<file path="src/rtl/s2_pkg.sv">
// s2_pkg: shared state type, index-width helper and lane-select macro for the stage-2 path
`define S2_LANE(v, i, w) v[(w)*((i)+1)-1 -: (w)]
package s2_pkg;
    typedef enum logic [1:0] {IDLE, SCAN, DONE} state_t;
    function automatic int iw_of(input int lanes);
        return (lanes > 1) ? $clog2(lanes) : 1;
    endfunction
endpackage

</file>
<file path="src/rtl/s2_max_cmp.sv">
// s2_max_cmp: signed compare-and-select; strict greater-than keeps the lower index on ties
module s2_max_cmp #(
    parameter int n  = 32,
    parameter int IW = 3
) (
    input  logic [n-1:0]  cand,
    input  logic [IW-1:0] cand_idx,
    input  logic [n-1:0]  best,
    input  logic [IW-1:0] best_idx,
    output logic [n-1:0]  new_best,
    output logic [IW-1:0] new_idx
);
    logic gt;
    always_comb begin
        gt       = $signed(cand) > $signed(best);
        new_best = gt ? cand : best;
        new_idx  = gt ? cand_idx : best_idx;
    end
endmodule

</file>
<file path="src/rtl/s2_argmax_collector.sv">
// s2_argmax_collector: captures final stage-2 outputs and scans them one lane per cycle for the argmax
module s2_argmax_collector
    import s2_pkg::*;
#(
    parameter  int N  = 8,
    parameter  int n  = 32,
    localparam int IW = iw_of(N)
) (
    input  logic          clk,
    input  logic          reset,
    input  logic [N*n-1:0] Y,
    input  logic          y_valid,
    input  logic          invalid,
    input  logic          cfflag,
    output logic          busy,
    output logic          done,
    output logic [IW-1:0] class_idx,
    output logic [n-1:0]  max_val,
    output logic          err,
    output logic          overrun
);
    state_t         state_q, state_d;
    logic [N*n-1:0] lane_buf;
    logic [n-1:0]   best_val, cmp_val;
    logic [IW-1:0]  best_idx, cmp_idx, idx_q;
    logic           err_l, start;

    assign start = (state_q == IDLE) && y_valid && !cfflag;

    always_ff @(posedge clk or negedge reset)
        if (!reset) state_q <= IDLE;
        else state_q <= state_d;

    always_comb begin
        state_d = (state_q == IDLE) ? (start ? ((N == 1) ? DONE : SCAN) : IDLE)
                : (state_q == SCAN) ? ((idx_q == IW'(N - 1)) ? DONE : SCAN)
                : IDLE;
    end

    always_comb begin
        busy = state_q != IDLE;
        done = state_q == DONE;
    end

    s2_max_cmp #(.n(n), .IW(IW)) u_cmp (
        .cand     (`S2_LANE(lane_buf, idx_q, n)),
        .cand_idx (idx_q),
        .best     (best_val),
        .best_idx (best_idx),
        .new_best (cmp_val),
        .new_idx  (cmp_idx)
    );

    // The scan works from the buffered copy, so Y may change or freeze once captured.
    always_ff @(posedge clk or negedge reset)
        if (!reset) begin
            lane_buf  <= '0;
            best_val  <= '0;
            best_idx  <= '0;
            idx_q     <= '0;
            err_l     <= 1'b0;
            class_idx <= '0;
            max_val   <= '0;
            err       <= 1'b0;
            overrun   <= 1'b0;
        end else begin
            if (busy && y_valid) overrun <= 1'b1;
            if (start) begin
                lane_buf <= Y;
                best_val <= `S2_LANE(Y, 0, n);
                best_idx <= '0;
                idx_q    <= IW'(1);
                err_l    <= invalid;
            end else if (state_q == SCAN) begin
                best_val <= cmp_val;
                best_idx <= cmp_idx;
                err_l    <= err_l | invalid;
                idx_q    <= idx_q + IW'(1);
            end else if (state_q == DONE) begin
                class_idx <= best_idx;
                max_val   <= best_val;
                err       <= err_l | invalid;
            end
        end
endmodule

</file>
<file path="config.mk">
export PLATFORM = sky130hd
export DESIGN_NAME = s2_argmax_collector
export DESIGN_NICKNAME = d
export VERILOG_FILES = /design/src/rtl/s2_pkg.sv /design/src/rtl/s2_max_cmp.sv /design/src/rtl/s2_argmax_collector.sv
export SDC_FILE = /design/constraint.sdc
export NUM_CORES = 1
export LEC_CHECK = 0
export BUFFER_PORTS_ARGS = -buffer_cell sky130_fd_sc_hd__buf_2
export CORE_UTILIZATION = 50
export DETAILED_ROUTE_END_ITERATION = 6
export PLACE_DENSITY = 0.76
export SLEW_MARGIN = 15
export SYNTH_ARGS = -nofsm -noshare
export SYNTH_HDL_FRONTEND = slang
export SYNTH_SLANG_ARGS = --single-unit
</file>
<file path="constraint.sdc">
create_clock -name clk -period 4.4 [get_ports clk]
set_input_delay 0.22 -clock clk [delete_from_list [all_inputs] [get_ports clk]]
set_output_delay 0.22 -clock clk [all_outputs]
set_load 0.02 [all_outputs]
</file>
# Yosys cells after proc, flatten, opt, wreduce, memory -nomap -nowiden
# Cells that the tools add are included.
dict set report classes {
  mux 14
  eq_ne 3
  n_bitwise 3
  magnitude_cmp 1
  n_addsub 3
  reduce_logical 10
  n_shift 1
}
# operator n
set ops {}
lappend ops {{$shiftx 287x33->32} 1}
lappend ops {{$mux 32} 3}
lappend ops {{$gt 32x32->1} 1}
lappend ops {{$mux 3} 5}
lappend ops {{$sub 9x1->10 const B} 1}
lappend ops {{$mux 2} 3}
lappend ops {{$reduce_bool 2->1} 3}
lappend ops {{$add 3x1->4 const B} 1}
lappend ops {{$add 3x1->3 const B} 1}
lappend ops {{$eq 3x3->1 const B} 1}
lappend ops {{$logic_and 1x1->1} 3}
lappend ops {{$mux 1} 3}
lappend ops {{$reduce_and 3->1} 1}
lappend ops {{$eq 2x1->1 const B} 1}
lappend ops {{$eq 2x2->1 const B} 1}
lappend ops {{$logic_not 2->1} 1}
lappend ops {{$not 1->1} 2}
lappend ops {{$reduce_and 2->1} 1}
lappend ops {{$logic_not 1->1} 1}
lappend ops {{$or 1x1->1} 1}
dict set report totals {
  out_inout_bits 39
  elab_cells 45
  ff_bits 334
  input_bits 261
}

# Longest topological paths before layout
# Gate-level depths: netlist of the first run.
dict set report depth {
  ltp_word 7
  depth_mapped 19
  mapped_depth_nobuf 15
}

# By module
# Synthesis of the first run repeated with hierarchy kept, for this count alone.
dict set report hier_totals {
  hier_cells 1670
  hier_area_um2 16168.0
}
# mod cells_each instances area_each_um2 seq_area_each_um2
set by_module_without_submodules {}
lappend by_module_without_submodules {s2_argmax_collector 1515 1 14900.5 8358.0}
lappend by_module_without_submodules {s2_max_cmp 155 1 1267.5 0.0}

# Least setup slack after synthesis of the first run
# OpenSTA, ideal clock, no wires.
dict set report synth_path {
  kind {register to register}
  start {register idx_q[1]}
  end {register best_val[9]}
  n_path_buf 4
  arrival_time_ns 4.112
  period_less_slack_ns 4.238
  slack_ns 0.162
  setup_ns 0.126
  stages_incl_launch_ff 19
  required_ns 4.274
  path_cell_list {dfrtp_1 -> ha_1 -> ha_1 -> clkbuf_1 -> nor3_1 -> a211oi_2 -> clkbuf_1 -> a21o_1 -> inv_1 -> ha_1 -> nand4_1 -> or3_4 -> o32ai_2 -> o41a_2 -> o31ai_2 -> and2_1 -> buf_6 -> buf_6 -> a221o_1}
}
dict set report synth_between {
  elab_chain_cells 6
  elab_cells_between_ends 9
  classes_between {add/sub (2); order compare (1); shift (1); mux (3); reduce/logical (2)}
}
# element line
set synth_rtl {}
lappend synth_rtl {{start, declared} s2_argmax_collector.sv:25} ;# logic [IW-1:0] best_idx, cmp_idx, idx_q;
lappend synth_rtl {{start signal, assigned} s2_argmax_collector.sv:78} ;# idx_q <= idx_q + IW'(1);
lappend synth_rtl {{$add 3x1->4 (no source line) (*)} n/a}
lappend synth_rtl {{$sub 9x1->10 (no source line) (*)} n/a}
lappend synth_rtl {{$shiftx 287x33->32 (no source line) (*)} n/a}
lappend synth_rtl {{$gt 32x32->1 / $mux 32 (equally long branches)} {s2_max_cmp.sv:15, s2_max_cmp.sv:16}}
lappend synth_rtl {{$reduce_bool 2->1 (no source line) / $mux 32 (equally long branches)} n/a}
lappend synth_rtl {{$reduce_and 2->1 (no source line) / $mux 32 (equally long branches)} n/a}
lappend synth_rtl {{end signal, assigned} s2_argmax_collector.sv:70} ;# best_val <= `S2_LANE(Y, 0, n);
lappend synth_rtl {{end signal, assigned} s2_argmax_collector.sv:75} ;# best_val <= cmp_val;
lappend synth_rtl {{end, declared} s2_argmax_collector.sv:24} ;# logic [n-1:0] best_val, cmp_val;
# Mark *: on every way between the ends. The rest lies on a longest branch, timed or not. The select of a mux whose other input is x is not followed.
# A chain may end at the register's enable or synchronous reset.

# Worst setup path in the final report of the first run
dict set report layout_path {
  start {register idx_q[0]}
  end {register best_val[5]}
}
# Same word-level chain as after synthesis.

==> run_results.csv, run 1 <==
group,metric,value,unit
run_status,outcome,"finished clean",
logic_synthesis,yosysWarnings,0,
detailed_routing,drt-initial-drc-count,1456,
timing,min_period_over_period,98.9,%
placement,hpwl,30.5,mm
clock_tree,cts.sinks,334,
critical_path,required,4.79,ns
timing,clock.fmax,230,MHz
detailed_routing,wire_per_inst,19.8,microns
placement,gp_congestion,0.876,
finish,fin_area,21700,sq um
critical_path,cp_slowest_cell,"nor2b_1",
floorplan,core_area,30500,sq um
logic_synthesis,syn_area_per_cell,9.13,sq um
worst_hold_path,hp-class,"in2reg",
detailed_routing,drc,0,
detailed_routing,ant_nets,0,
detailed_routing,vias,14900,
floorplan,die_x,178,microns
worst_hold_path,holdPathStages,3,
clock_tree,cts_tree,"yes",
power,peakVddDrop,0.775,mV
global_routing,grt_overflow,0,
critical_path,crit_arrival,4.75,ns
finish,multi_input_area,6590,sq um
timing,hold_viol,0,
critical_path,r2r_cells,16,
clock_tree,worst_skew_pair.late_latency,0.52,ns
logic_synthesis,yosysTopAreaCellShare,53.9,%
global_routing,antenna_found_initial,2,
timing,worst-slew-pin-transition,1.01,ns
timing,worst_hold_slack,0.0214,ns
timing,report.final.slew_viol_count,0,
finish,drive_gt1_share,21.7,%
clock_tree,clkTransAtPathRegs,0.06,ns
timing,finalClockSkew,0.0163,ns
worst_hold_path,hold_end,"lane_buf[4]",
detailed_routing,wl,52.7,mm
floorplan,start_util,50.8,%
global_routing,grt_pass1_vias,15100,
critical_path,path_buf_inv,4,
clock_tree,htree_levels,2,
global_routing,grt_max_degree,141,
critical_path,startpoint_type,"flop",
timing,finalSetupViolCount,0,
critical_path,cpPeakStageDelay,0.54,ns
finish,area_delta_synth_final,39.7,%
critical_path,rrSetupSlack,0.05,ns
logic_synthesis,synth_seq_cells,334,
finish,seq_area,8360,sq um
detailed_routing,firstDrtPassIters,7,
clock_tree,numCtsBuffers,36,
logic_synthesis,synthDistinctLibCells,47,
critical_path,cp_max_fo,6,
logic_synthesis,synth-edff-count,0,
floorplan,rows,64,
global_routing,gr-usage-all-layers,33.3,%
critical_path,cp_top_family,"compound AO/OA/AOI/OAI gates",
clock_tree,cts-root-buf,"clkbuf_16",
placement,dpl_cell_area,17500,sq um
critical_path,crit_path_end_kind,"flop",
finish,fin_util,71.0,%
worst_hold_path,hold_start,"Y[4]",
floorplan,ios,300,
logic_synthesis,yosysSeqAreaShare,53.9,%
critical_path,crit_top_cell,"buf_6",
critical_path,regToRegEndpoint,"best_val[5]",
clock_tree,cts.path.max_buffers,3,
flow_run,cap_violations,0,
placement,port_buffers,299,
critical_path,r2r-start,"idx_q[0]",
timing,fin_crit,4.35,ns
floorplan,die_y,178,microns
power,finalPower,19.3,mW
logic_synthesis,synth_top_area_cell,"dfrtp_1",
logic_synthesis,syn_inst,1697,
floorplan,dieArea,31700,sq um
critical_path,crit_chain,"ha_4 -> buf_4 -> nor2b_1 -> a221oi_1 -> a211o_1 -> inv_1 -> ha_1 -> a41o_1 -> a21oi_2 -> o32ai_4 -> o41a_2 -> o31ai_4 -> buf_6 -> buf_6 -> nor3_1 -> a221o_1",
logic_synthesis,ys_async_sr_fraction,100,%
global_routing,grt_pass1_wl,80.6,mm
power,p_leak,11.5,nW
detailed_routing,vias_per_cell,5.61,
logic_synthesis,netlist_area,15500,sq um
logic_synthesis,synthFlopType,"dfrtp_1",
finish,final_nets,2531,
power,power.density,891,nW/um^2
critical_path,path_class,"reg2reg",
finish,fillerInstances,2080,
logic_synthesis,synth_fp_nets,1992,
timing,max_slew_margin,32.3,%
logic_synthesis,synthTopCellsByArea,"dfrtp_1, nand2_1, mux4_2, ha_1, a21o_1",
-- metal layers --
| layer | part of all wire [%] | global-route usage [%] | wire (microns) | vias to the layer above |
|---|---|---|---|---|
| li1 | - | - | - | 6572 |
| met1 | 40 | 45.1 | 20900 | 7164 |
| met2 | 46 | 51.2 | 24300 | 978 |
| met3 | 9.8 | 7.63 | 5170 | 207 |
| met4 | 4.5 | 15.5 | 2350 | 0 |
| met5 | 0 | 0 | 0 | - |
-- flip-flops by register name, indices dropped and copies added (netlist names) --
name and cells:
err 1, overrun 1, best_idx 3, lane_buf 256, state_q 2, best_val 32, err_l 1, class_idx 3
idx_q 3, max_val 32
-- worst reg2reg max path, cell delays in order, from the launching register on --
cell and delay, ns:
dfrtp_4 0.52, ha_4 0.32, buf_4 0.14, nor2b_1 0.54
a221oi_1 0.20, a211o_1 0.40, inv_1 0.08, ha_1 0.24
a41o_1 0.25, a21oi_2 0.17, o32ai_4 0.10, o41a_2 0.41
o31ai_4 0.28, buf_6 0.16, buf_6 0.12, nor3_1 0.05
a221o_1 0.27
-- cells by family after synthesis --
logic type      Yosys count  synth area share [%]
compound gates          184                  7.85
xor+xnor                  2                 0.113
fa+ha+maj                34                  2.74
buf+inv                 165                  4.25
flops                   334                  53.9
mux                      59                  8.28
simple gates            919                  22.8
-- area by class of cell --
cell class | count | share of cell area (%)
inverter | 63 | 1.09
clock buffer | 43 | 4.52
antenna | 4 | 0.0462
tap | 396 | 2.29
timing repair buffer | 603 | 21.2
clock inverter | 21 | 1.81
sequential | 334 | 38.6
multi-input combinational | 1198 | 30.4
-- worst max-delay path by stage --
stage,start,endpoint,cells past startpoint,slack (ns)
3_3_place_gp,idx_q[0],best_val[5],16,0.05
2_1_floorplan,idx_q[1],best_val[9],18,0.16
6_report,idx_q[0],best_val[5],16,0.05
4_1_cts,idx_q[0],best_val[5],17,0.002
3_5_place_dp,idx_q[0],best_val[5],16,-0.10
5_1_grt,idx_q[0],best_val[9],18,-0.03
-- cell usage in the layout (no fill, tap or decap), types with 18 or more instances in the layout --
| cell | n |
|---|---|
| buf_4 | 32 |
| clkbuf_16 | 39 |
| mux4_2 | 55 |
| dlygate4sd3_1 | 254 |
| dfrtp_1 | 333 |
| o21ai_0 | 68 |
| nand2_1 | 858 |
| a21o_1 | 56 |
| a21oi_1 | 20 |
| ha_1 | 32 |
| nor2_1 | 18 |
| inv_1 | 63 |
| buf_2 | 299 |
-- per-stage QoR --
stage                     worst slack (ns)  setup TNS (ns)  instances
after global routing               -0.0312         -0.0634       2660
after floorplan                      0.162               0       1697
after detailed placement            -0.104          -0.669       2328
final                               0.0481               0       2662
after global placement              0.0456               0       2328
after CTS                          0.00236               0       2648
-- cell usage after synthesis, types with 2 or more instances --
| master | number |
|---|---|
| nand4_1 | 7 |
| a21o_1 | 56 |
| o21ai_0 | 68 |
| ha_1 | 34 |
| a22oi_1 | 6 |
| buf_4 | 2 |
| nand2b_1 | 2 |
| clkbuf_1 | 75 |
| a221o_1 | 4 |
| a211o_1 | 6 |
| buf_1 | 9 |
| inv_1 | 63 |
| buf_2 | 14 |
| dfrtp_1 | 334 |
| a21boi_0 | 3 |
| buf_6 | 2 |
| and2_1 | 2 |
| nand2_1 | 858 |
| nor2_1 | 20 |
| a21oi_1 | 21 |
| nor3_1 | 6 |
| a221oi_1 | 9 |
| mux2_2 | 4 |
| nor2b_1 | 3 |
| mux4_2 | 55 |
| nand3_1 | 13 |
-- power by group --
group	leakage (nW)	switching [mW]	internal, mW	total [mW]
combinational	6.65	5.66	4.57	10.2
sequential	4.19	0.965	4.59	5.55
clock	0.665	1.28	2.24	3.52
-- timing repair --
item / 4_1_cts / 5_1_grt
resized for setup: 1 / 17
cloned: 0 / 3
hold endpoints to repair: 379 / 0
pin swaps: 1 / 4
setup buffers: 2 / 7
hold buffers: 254 / 0
endpoints found under the setup margin: 28 / 35
No activity file was read; power rests on OpenSTA's default activity.
==> run 2, diff against run 1 <==
--- a/config.mk
+++ b/config.mk
@@ -8,5 +8,5 @@
 export BUFFER_PORTS_ARGS = -buffer_cell sky130_fd_sc_hd__buf_2
-export CORE_UTILIZATION = 50
+export CORE_UTILIZATION = 56
 export DETAILED_ROUTE_END_ITERATION = 6
-export PLACE_DENSITY = 0.76
+export PLACE_DENSITY = 0.81
 export SLEW_MARGIN = 15
==> constraint.sdc (replaced) <==
create_clock -name clk -period 4.8 [get_ports clk]
set_input_delay 0.72 -clock clk [delete_from_list [all_inputs] [get_ports clk]]
set_output_delay 0.72 -clock clk [all_outputs]
set_load 0.02 [all_outputs]
==> run 2 against run 1 <==
Against the previous run:
- critical path depth stayed put
- first-iteration DRC count down 14%
- register-to-register slack improved by 0.06 ns
- sequential power shrank 10%
- total power is 16% lower
- fmax shrank 7.3%
- highest routed layer is now met5
- worst hold slack better by 0.24 ns
- critical endpoint is now best_val[28]
==> run_results.csv, run 2 (same netlist as run 1, synthesis figures left out) <==
group,metric,value,unit
critical_path,rrSetupSlack,0.11,ns
clock_tree,htree_levels,2,
placement,port_buffers,299,
run_status,outcome,"finished clean",
clock_tree,cts-root-buf,"clkbuf_16",
critical_path,path_class,"reg2reg",
power,finalPower,16.2,mW
global_routing,grt_pass1_vias,12900,
finish,regMostFlops,"lane_buf",
placement,hpwl,29.8,mm
power,peakVddDrop,0.655,mV
critical_path,crit_path_end_kind,"flop",
timing,hold_viol,0,
finish,final_nets,2262,
global_routing,antenna_found_initial,5,
floorplan,die_x,168,microns
detailed_routing,drc,0,
critical_path,crit_arrival,5.08,ns
finish,largest_reg_flops,256,
worst_hold_path,hp-class,"in2async",
critical_path,startpoint_type,"flop",
finish,top_regs,"lane_buf: 256 flops, best_val: 32 flops, max_val: 32 flops",
timing,finalClockSkew,0.0142,ns
detailed_routing,vias,12900,
power,p_seq_share,30.6,%
power,power.density,867,nW/um^2
critical_path,cp_slowest_cell,"dfrtp_4",
floorplan,ios,300,
critical_path,r2r_cells,16,
detailed_routing,ant_nets,0,
critical_path,cp_max_fo,38,
critical_path,cpPeakStageDelay,0.50,ns
critical_path,regToRegEndpoint,"best_val[28]",
critical_path,startpoint,"idx_q[0]",
critical_path,required,5.19,ns
timing,worst-slew-pin-transition,0.979,ns
timing,finalSetupTns,0,ns
power,pwr-share-clk,17.8,%
finish,area_delta_synth_final,20.7,%
power,p_sw,6.65,mW
clock_tree,cts.sinks,334,
critical_path,r2r-start,"idx_q[0]",
clock_tree,numCtsBuffers,35,
clock_tree,cts.path.max_buffers,3,
timing,clock.fmax,213,MHz
global_routing,grt_pass1_wl,66.9,mm
flow_run,cap_violations,0,
floorplan,core_area,27000,sq um
detailed_routing,firstDrtPassIters,5,
timing,rsz0062_at_grt,"no",
clock_tree,worst_skew_pair.late_latency,0.51,ns
power,swShare,41.0,%
floorplan,start_util,57.4,%
timing,min_period_over_period,97.8,%
detailed_routing,drt-initial-drc-count,1246,
clock_tree,ctsResizeCount,0,
detailed_routing,wire_per_inst,18.1,microns
timing,fin_crit,4.69,ns
global_routing,grt_overflow,0,
timing,finalSetupViolCount,0,
finish,layout_commonest_cell,"nand2_1",
finish,fillerInstances,2042,
power,internal-power,9.58,mW
clock_tree,cts_tree,"yes",
power,p_leak,10.3,nW
detailed_routing,vias_per_cell,5.54,
timing,report.final.slew_viol_count,0,
power,power_frac_comb,51.6,%
floorplan,dieArea,28400,sq um
global_routing,grt_max_degree,153,
clock_tree,clkTransAtPathRegs,0.06,ns
finish,drive_gt1_share,23.3,%
floorplan,rows,60,
global_routing,gr-usage-all-layers,30.4,%
finish,layout_common_cells,"nand2_1, dfrtp_1, buf_2",
floorplan,die_y,168,microns
critical_path,endpoint,"best_val[28]",
detailed_routing,wl,42.4,mm
placement,gp_congestion,0.955,
critical_path,crit_chain,"ha_4 -> ha_1 -> and3b_1 -> nor2_1 -> a221oi_1 -> a211o_1 -> inv_1 -> ha_1 -> nand4_1 -> nor2_1 -> a221o_1 -> o31a_1 -> o31ai_4 -> buf_4 -> o21ai_0 -> a21o_1",
timing,max_slew_margin,34.5,%
==> run 2: cell count changes in the layout (fill, tap and decap cells not counted), moves of 3 or more <==
cell and change:
dlygate4sd3_1 -254, buf_4 -6, buf_6 -6, bufinv_16 -6
clkbuf_8 +4, clkinvlp_4 -3
==> run 2: how the worst min path moves through the flow <==
stage,from,to,slack (ns)
after floorplan,reset,best_idx[0],0.42
after global placement,overrun,overrun,0.43
after detailed placement,overrun,overrun,0.45
after CTS,reset,lane_buf[160],0.33
after global routing,reset,lane_buf[160],0.36
final,reset,lane_buf[160],0.26
==> run 2: power groups by stage <==
| stage | Clock (mW) | Sequential (mW) | Combinational, mW |
|---|---|---|---|
| after floorplan | 0 | 4.86 | 5.73 |
| after global placement | 0 | 4.92 | 7.80 |
| after detailed placement | 0 | 4.98 | 8.08 |
| after CTS | 2.91 | 4.95 | 8.18 |
| after global routing | 3.01 | 5.12 | 9.21 |
| final | 2.88 | 4.97 | 8.37 |
==> run 2: final cells by class <==
cell class / count / area [sq um] / area share [%]
Inverter: 63 / 236 / 1.26
Clock inverter: 13 / 190 / 1.02
Clock buffer: 49 / 1040 / 5.56
Tap cell: 341 / 427 / 2.28
Antenna cell: 3 / 7.51 / 0.0401
Multi-Input combinational cell: 1198 / 6540 / 34.9
Sequential cell: 334 / 8360 / 44.7
Timing Repair Buffer: 335 / 1910 / 10.2
==> run 2: worst max-delay path, delay by kind of cell (launching register included) <==
family / cells / cell delay (ns)
AND/OR/NAND/NOR: 4 / 0.76
adder cells (fa/ha/maj): 3 / 0.94
AO/OA/AOI/OAI: 7 / 1.93
flip-flops: 1 / 0.50
buffers and inverters: 2 / 0.44
==> run 2: metal layers <==
metal	track usage (%)	vias up	wire length (microns)
li1	-	6022	-
met1	43.3	6236	18000
met5	0	-	25
met3	6.49	87	3890
met4	10.0	4	1210
met2	46.9	591	19200
==> run 2: what timing repair did <==
item	CTS	global route
buffers inserted	0	6
endpoints found under the setup margin	0	32
hold buffers	0	0
==> run 2: per-stage QoR <==
| stage | util, % | hold WS (ns) | area, sq um | std cells | setup slack, ns |
|---|---|---|---|---|---|
| 5_1_grt | 69.2 | 0.356 | 18700 | 2333 | 0.00886 |
| 2_1_floorplan | - | 0.424 | 15500 | 1697 | 0.562 |
| 3_3_place_gp | 64.4 | 0.434 | 17400 | 2265 | 0.232 |
| 6_report | 69.2 | 0.264 | 18700 | 2336 | 0.108 |
| 4_1_cts | 69.0 | 0.328 | 18600 | 2327 | 0.0605 |
| 3_5_place_dp | 64.4 | 0.447 | 17400 | 2265 | 0.120 |
